===== src/rtl/spi_status_framer_if.sv =====
// Bundle between the status framer and its neighbours.
//   i_status      live status word (system clock domain)
//   i_cs          SPI chip select, active low, asynchronous
//   o_data        published frame {seq, payload, crc}
//   o_frame_valid one-cycle pulse when o_data is updated
//   o_drop_count  snapshots discarded because CS was active at commit
//   o_read_count  completed SPI transactions
// modport slave is the framer side; modport master is the environment side.
interface spi_status_framer_if #(
  parameter int unsigned PAYLOAD_WIDTH = 64
);
  logic [PAYLOAD_WIDTH-1:0]  i_status;
  logic                      i_cs;
  logic [PAYLOAD_WIDTH+15:0] o_data;
  logic                      o_frame_valid;
  logic [15:0]               o_drop_count;
  logic [15:0]               o_read_count;

  modport master (
    output i_status,
    output i_cs,
    input  o_data,
    input  o_frame_valid,
    input  o_drop_count,
    input  o_read_count
  );

  modport slave (
    input  i_status,
    input  i_cs,
    output o_data,
    output o_frame_valid,
    output o_drop_count,
    output o_read_count
  );
endinterface


===== src/rtl/spi_status_framer.sv =====
// Periodic status framer feeding a bulk SPI status slave.
// Every UPDATE_PERIOD clocks it snapshots the status word, prefixes an 8-bit
// sequence number, folds seq+payload into a CRC-8/SMBUS one byte per clock and
// publishes {seq, payload, crc} on o_data, but only if CS is idle at commit so
// the published frame never changes under an active SPI read.
// Ports:
//   i_clk  system clock
//   i_rst  asynchronous active-high reset
//   bus    spi_status_framer_if.slave (status in, CS in, frame/counters out)
module spi_status_framer #(
  parameter int unsigned PAYLOAD_WIDTH = 64,
  parameter int unsigned UPDATE_PERIOD = 1000
) (
  input  logic                 i_clk,
  input  logic                 i_rst,
  spi_status_framer_if.slave   bus
);

  localparam int unsigned NB   = PAYLOAD_WIDTH / 8 + 1;  // bytes under the CRC
  localparam int unsigned MsgW = NB * 8;
  localparam int unsigned CntW = (UPDATE_PERIOD > 1) ? $clog2(UPDATE_PERIOD) : 1;
  localparam int unsigned IdxW = $clog2(NB);

  typedef enum logic [1:0] {StIdle, StCapture, StCrc, StCommit} state_e;

  // One full byte of CRC-8, poly 0x07, MSB first.
  function automatic logic [7:0] crc8_byte(input logic [7:0] crc, input logic [7:0] data);
    logic [7:0] c;
    c = crc ^ data;
    for (int i = 0; i < 8; i++) begin
      c = c[7] ? ((c << 1) ^ 8'h07) : (c << 1);
    end
    return c;
  endfunction

  state_e                    state_q, state_d;
  logic [CntW-1:0]           cnt_q;
  logic                      tick;
  logic                      cs_meta_q, cs_s_q, cs_d_q;
  logic                      cs_idle;
  logic [7:0]                seq_q, seq_d;
  logic [7:0]                work_seq_q, work_seq_d;
  logic [PAYLOAD_WIDTH-1:0]  work_payload_q, work_payload_d;
  // Copy of {seq, payload} shifted left one byte per CRC cycle; top byte is next.
  logic [MsgW-1:0]           msg_sh_q, msg_sh_d;
  logic [7:0]                crc_q, crc_d;
  logic [IdxW-1:0]           idx_q, idx_d;
  logic [PAYLOAD_WIDTH+15:0] data_q, data_d;
  logic                      valid_q, valid_d;
  logic [15:0]               drop_q, drop_d;
  logic [15:0]               read_q;

  // CS synchronizer plus edge-detect flop; idle (high) out of reset.
  always_ff @(posedge i_clk or posedge i_rst) begin
    if (i_rst) begin
      cs_meta_q <= 1'b1;
      cs_s_q    <= 1'b1;
      cs_d_q    <= 1'b1;
      read_q    <= '0;
    end else begin
      cs_meta_q <= bus.i_cs;
      cs_s_q    <= cs_meta_q;
      cs_d_q    <= cs_s_q;
      if (cs_s_q && !cs_d_q) begin
        read_q <= read_q + 16'd1;
      end
    end
  end

  assign cs_idle = cs_s_q;

  // Free-running period counter; never stalls regardless of FSM state.
  assign tick = (cnt_q == CntW'(UPDATE_PERIOD - 1));

  always_ff @(posedge i_clk or posedge i_rst) begin
    if (i_rst) begin
      cnt_q <= '0;
    end else if (tick) begin
      cnt_q <= '0;
    end else begin
      cnt_q <= cnt_q + CntW'(1);
    end
  end

  always_comb begin
    state_d        = state_q;
    seq_d          = seq_q;
    work_seq_d     = work_seq_q;
    work_payload_d = work_payload_q;
    msg_sh_d       = msg_sh_q;
    crc_d          = crc_q;
    idx_d          = idx_q;
    data_d         = data_q;
    valid_d        = 1'b0;
    drop_d         = drop_q;
    unique case (state_q)
      StIdle: begin
        // A tick under active CS is simply skipped, not a drop.
        if (tick && cs_idle) begin
          state_d = StCapture;
        end
      end
      StCapture: begin
        work_seq_d     = seq_q + 8'd1;
        work_payload_d = bus.i_status;
        msg_sh_d       = {seq_q + 8'd1, bus.i_status};
        crc_d          = '0;
        idx_d          = '0;
        state_d        = StCrc;
      end
      StCrc: begin
        crc_d    = crc8_byte(crc_q, msg_sh_q[MsgW-1 -: 8]);
        msg_sh_d = msg_sh_q << 8;
        idx_d    = idx_q + IdxW'(1);
        if (idx_q == IdxW'(NB - 1)) begin
          state_d = StCommit;
        end
      end
      StCommit: begin
        // CS activity during capture/CRC is irrelevant; only this cycle decides.
        if (cs_idle) begin
          data_d  = {work_seq_q, work_payload_q, crc_q};
          seq_d   = work_seq_q;
          valid_d = 1'b1;
        end else begin
          drop_d = drop_q + 16'd1;
        end
        state_d = StIdle;
      end
      default: state_d = StIdle;
    endcase
  end

  always_ff @(posedge i_clk or posedge i_rst) begin
    if (i_rst) begin
      state_q        <= StIdle;
      seq_q          <= '0;
      work_seq_q     <= '0;
      work_payload_q <= '0;
      msg_sh_q       <= '0;
      crc_q          <= '0;
      idx_q          <= '0;
      data_q         <= '0;
      valid_q        <= 1'b0;
      drop_q         <= '0;
    end else begin
      state_q        <= state_d;
      seq_q          <= seq_d;
      work_seq_q     <= work_seq_d;
      work_payload_q <= work_payload_d;
      msg_sh_q       <= msg_sh_d;
      crc_q          <= crc_d;
      idx_q          <= idx_d;
      data_q         <= data_d;
      valid_q        <= valid_d;
      drop_q         <= drop_d;
    end
  end

  assign bus.o_data        = data_q;
  assign bus.o_frame_valid = valid_q;
  assign bus.o_drop_count  = drop_q;
  assign bus.o_read_count  = read_q;

endmodule

===== src/flat_wrapper.sv =====
// flat-port wrapper written by rule: the top's interface ports become plain ports
module spi_status_framer_flat 
#(
  parameter int unsigned PAYLOAD_WIDTH = 64,
  parameter int unsigned UPDATE_PERIOD = 1000
)
  (i_clk, i_rst, bus_i_status, bus_i_cs, bus_o_data, bus_o_frame_valid, bus_o_drop_count, bus_o_read_count);
  spi_status_framer_if #(.PAYLOAD_WIDTH(PAYLOAD_WIDTH)) bus_i ();
  input  logic i_clk;
  input  logic i_rst;
  input wire logic [$bits(bus_i.i_status)-1:0] bus_i_status;
  input wire logic [$bits(bus_i.i_cs)-1:0] bus_i_cs;
  output wire logic [$bits(bus_i.o_data)-1:0] bus_o_data;
  output wire logic [$bits(bus_i.o_frame_valid)-1:0] bus_o_frame_valid;
  output wire logic [$bits(bus_i.o_drop_count)-1:0] bus_o_drop_count;
  output wire logic [$bits(bus_i.o_read_count)-1:0] bus_o_read_count;
  assign bus_i.i_status = bus_i_status;
  assign bus_i.i_cs = bus_i_cs;
  assign bus_o_data = bus_i.o_data;
  assign bus_o_frame_valid = bus_i.o_frame_valid;
  assign bus_o_drop_count = bus_i.o_drop_count;
  assign bus_o_read_count = bus_i.o_read_count;
  spi_status_framer #(.PAYLOAD_WIDTH(PAYLOAD_WIDTH), .UPDATE_PERIOD(UPDATE_PERIOD)) u_core (.i_clk(i_clk), .i_rst(i_rst), .bus(bus_i));
endmodule

===== config.mk =====
export PLATFORM = sky130hd
export DESIGN_NAME = spi_status_framer_flat
export DESIGN_NICKNAME = d
export VERILOG_FILES = /design/src/rtl/spi_status_framer_if.sv /design/src/rtl/spi_status_framer.sv /design/src/flat_wrapper.sv
export SDC_FILE = /design/constraint.sdc
export NUM_CORES = 1
export LEC_CHECK = 0
export BUFFER_PORTS_ARGS = -buffer_cell sky130_fd_sc_hd__buf_4
export CAP_MARGIN = 20
export CORE_MARGIN = 5
export CORE_UTILIZATION = 45
export DETAILED_ROUTE_END_ITERATION = 10
export PLACE_DENSITY = 0.68
export SETUP_SLACK_MARGIN = 0.5
export SLEW_MARGIN = 40
export SYNTH_ARGS = -nofsm -noshare
export SYNTH_HDL_FRONTEND = slang
export SYNTH_SLANG_ARGS = --single-unit

===== constraint.sdc =====
create_clock -name i_clk -period 8.3 [get_ports i_clk]
set_input_delay 0 -clock i_clk [delete_from_list [all_inputs] [get_ports i_clk]]
set_output_delay 0 -clock i_clk [all_outputs]
set_load 0.02 [all_outputs]

==> flow_summary_export.csv <==
group,metric,value,unit
placement,io_buffers,179,
critical_path,path_cells,"inv_1 -> ha_4 -> buf_4 -> nand2_1 -> or3_1 -> o21ai_0",
critical_path,setup.worst_path.end_class,"register",
run_status,status,"completed",
power_and_ir_drop,clockPowerShare,46.9,%
floorplanning,core-area,25800,sq um
synthesis,synth_area,11700,sq um
layout,layout-drive-gt1-share,34.2,%
detailed_routing,via_per_inst,5.10,
synthesis,synth_most_common_cell,"dfrtp_1",
clock_network,cts_setup_buffers,0,
layout,antenna_cells,0,
critical_path,max_stage_delay,640,ps
global_routing,first_global_vias,7730,
detailed_routing,drt_iter0_markers,570,
clock_network,cts_tree,"built",
synthesis,syn_inst,902,
synthesis,synth_warnings,0,
synthesis,synth_top_area_share,60.2,%
placement,post-dp-hpwl,16900,um
detailed_routing,vias,7672,
synthesis,yosys.area.top_type,"dfrtp_1",
synthesis,synthDistinctLibCells,34,
clock_network,cts.sinks,284,
placement,place.gp.congestion,0.772,
critical_path,endpoint,"u_core.crc_q[3]",
power_and_ir_drop,p_int,2.32,mW
timing,finalHoldViolations,0,
timing,tightest_slew,706,ps
power_and_ir_drop,peakVddDrop,0.000139,V
synthesis,syn_nets,980,
timing,finClkSkew,8.98,ps
timing,max_freq,355,MHz
timing,grt_setup_unrepaired,"no",
clock_network,root_buffer,"clkbuf_16",
floorplanning,die_x,171,um
power_and_ir_drop,p_seq_share,48.0,%
power_and_ir_drop,netSwitchingPower,632,uW
floorplanning,die_h,171,um
power_and_ir_drop,switching_share,21.4,%
synthesis,synth_top_flop_cell,"dfrtp_1",
timing,setup_violations,0,
detailed_routing,wl_per_cell,17.0,um
global_routing,grt_start_max_net_pins,103,
global_routing,grt_usage,17.4,%
critical_path,rr_worst_depth,6,
global_routing,antenna_found_initial,0,
synthesis,ys_ff_latch,284,
global_routing,grt-ovfl-total,0,
floorplanning,dieArea,29300,sq um
synthesis,synth_edf_count,0,
hold_path,hold_class,"in -> reg",
layout,fin_nets,1222,
floorplanning,io_pins,180,
timing,post-route-period-util,33.9,%
layout,fin_util,58.6,%
clock_network,clk_latency,540,ps
critical_path,cpMaxStageDelayCell,"buf_4",
floorplanning,fp-row-count,59,
synthesis,ys_seq_area_share,60.8,%
critical_path,path_max_fanout,50,
placement,place_inst,1381,
critical_path,reg2reg_from,"u_core.state_q[0]",
clock_network,h-tree-depth,1,
run,maxCapViolCount,0,
detailed_routing,drtPass1Iterations,4,
layout,fillCellCount,2119,
timing,maxSlewHeadroom,52.9,%
clock_network,clk_pin_slew,60,ps
clock_network,clockBufferDepth,3,
power_and_ir_drop,power,2.95,mW
global_routing,grt_pass1_wl,41700,um
layout,stdcell_count,1503,
detailed_routing,ant_nets,0,
critical_path,ff2ff_setup_slack,5480,ps
critical_path,regToRegEndpoint,"u_core.crc_q[3]",
detailed_routing,wirelength,25600,um
timing,maxSlewViolCount,0,
critical_path,crit_required,8750,ps
power_and_ir_drop,pwr_density_cell,195,nW/um^2
synthesis,synth.avg_cell_area,13.0,sq um
timing,fin_setup_tns,0,ps
synthesis,ys_top_cells_by_count,"dfrtp_1, mux2_2, nor2_1, a21oi_1, mux2i_1",
synthesis,synthArstFlopShare,100,%
layout,area_growth,29.5,%
critical_path,critPathKind,"reg -> reg",
synthesis,synthTopCellsByArea,"dfrtp_1, mux2_2, mux2i_1",
floorplanning,initial_utilization,45.2,%
detailed_routing,drc,0,
critical_path,cp-startpoint,"u_core.state_q[0]",
clock_network,cts_buffers,30,
critical_path,worstPathArrival,3270,ps
power_and_ir_drop,comb_power_share,5.2,%
power_and_ir_drop,p_leak,7.26,nW
critical_path,worstSetupStartpointType,"register",
timing,fin_crit,2820,ps
-- cells by family after synthesis --
family | Yosys count | share of synthesized area, %
flip-flops | 284 | 60.8
multiplexers | 208 | 19.4
AND/OR/NAND/NOR | 176 | 6.83
AO/OA/AOI/OAI | 108 | 5.21
XOR/XNOR | 61 | 4.70
buffers and inverters | 54 | 1.83
adder cells (fa/ha/maj) | 11 | 1.18
-- worst min path at each step --
stage,startpoint,slack [ps],endpoint,cells past startpoint
after detailed placement,bus_i_cs,110,u_core.cs_meta_q,1
after floorplan,bus_i_cs,4,u_core.cs_meta_q,0
after CTS,bus_i_cs,100,u_core.cs_meta_q,2
after global routing,bus_i_cs,100,u_core.cs_meta_q,2
after global placement,bus_i_cs,120,u_core.cs_meta_q,1
final,bus_i_cs,110,u_core.cs_meta_q,2
-- flip-flops by register name, indices dropped and copies added, names as in the netlist --
signal and count:
u_core.cnt_q 10, u_core.state_q 2, u_core.msg_sh_q 72, u_core.cs_meta_q 1, u_core.crc_q 8, u_core.bus.o_drop_count 16
u_core.bus.o_frame_valid 1, u_core.bus.o_read_count 16, u_core.work_seq_q 8, u_core.work_payload_q 64, u_core.idx_q 4, u_core.cs_d_q 1
u_core.bus.o_data 80, u_core.cs_idle 1
-- area by class of cell --
class	count	area (sq um)	area share, %
timing repair buffer	253	2100	13.9
clock buffer	44	905	5.98
tap	335	419	2.77
clock inverter	12	144	0.951
inverter	11	45.0	0.298
multi-input combinational	564	4400	29.1
sequential	284	7110	47.0
-- power by group through the flow --
stage	Clock (mW)	Combinational [mW]	Sequential (mW)
after floorplan	0	0.0455	1.45
after global placement	0	0.129	1.44
after detailed placement	0	0.131	1.44
after CTS	1.42	0.156	1.41
after global routing	1.48	0.171	1.42
final	1.38	0.153	1.41
-- layout by cell type, fill, tap and decap left out, types with 2 or more instances in the layout --
cell type / Yosys / final
inv_1: 10 / 9
dfrtp_1: 281 / 281
mux2_2: 149 / 149
and4_1: 2 / 2
buf_4: 0 / 183
dfstp_2: 3 / 3
nor3_1: 7 / 7
o2bb2ai_1: 4 / 4
and3_1: 10 / 10
nand3_1: 21 / 21
nand2_1: 36 / 35
nand2b_1: 2 / 2
ha_1: 11 / 8
a21oi_1: 68 / 68
mux2i_1: 59 / 59
buf_6: 0 / 2
clkinv_2: 0 / 6
xnor2_1: 39 / 39
nor2b_1: 4 / 4
clkbuf_1: 26 / 5
a211o_1: 3 / 3
clkbuf_8: 0 / 8
nand4_1: 9 / 9
nor2_1: 79 / 79
xor2_1: 21 / 21
a22o_1: 8 / 8
clkbuf_16: 0 / 31
o21ai_0: 21 / 21
clkinvlp_4: 0 / 3
or3_1: 4 / 4
bufinv_16: 0 / 3
ha_4: 0 / 3
dlygate4sd3_1: 0 / 66
-- layer usage --
metal	track usage [%]	vias up	share of wire, %
met5	0	-	0
met4	4.20	0	2.2
met2	29.1	171	49
met3	3.14	35	5.5
met1	23.9	3823	43
li1	-	3643	-
-- critical path: cells and delay by family (launching register included) --
kind	cells	cell delay [ps]
flops	1	440
compound gates	1	90
fa+ha+maj	1	560
simple gates	2	760
buf+inv	2	860
-- metrics by stage --
step / setup WS, ps / hold WS (ps) / area [sq um]
2_1_floorplan: 4540 / 4.48 / 11700
3_3_place_gp: 5550 / 119 / 13400
3_5_place_dp: 5500 / 111 / 13400
4_1_cts: 5480 / 98.7 / 15100
5_1_grt: 5290 / 98.8 / 15100
6_report: 5480 / 112 / 15100
-- repair_timing --
item	4_1_cts	5_1_grt
hold buffers	66	0
gates resized for setup	0	0
hold endpoints to repair	187	0
No activity file was read; power rests on OpenSTA's default activity.
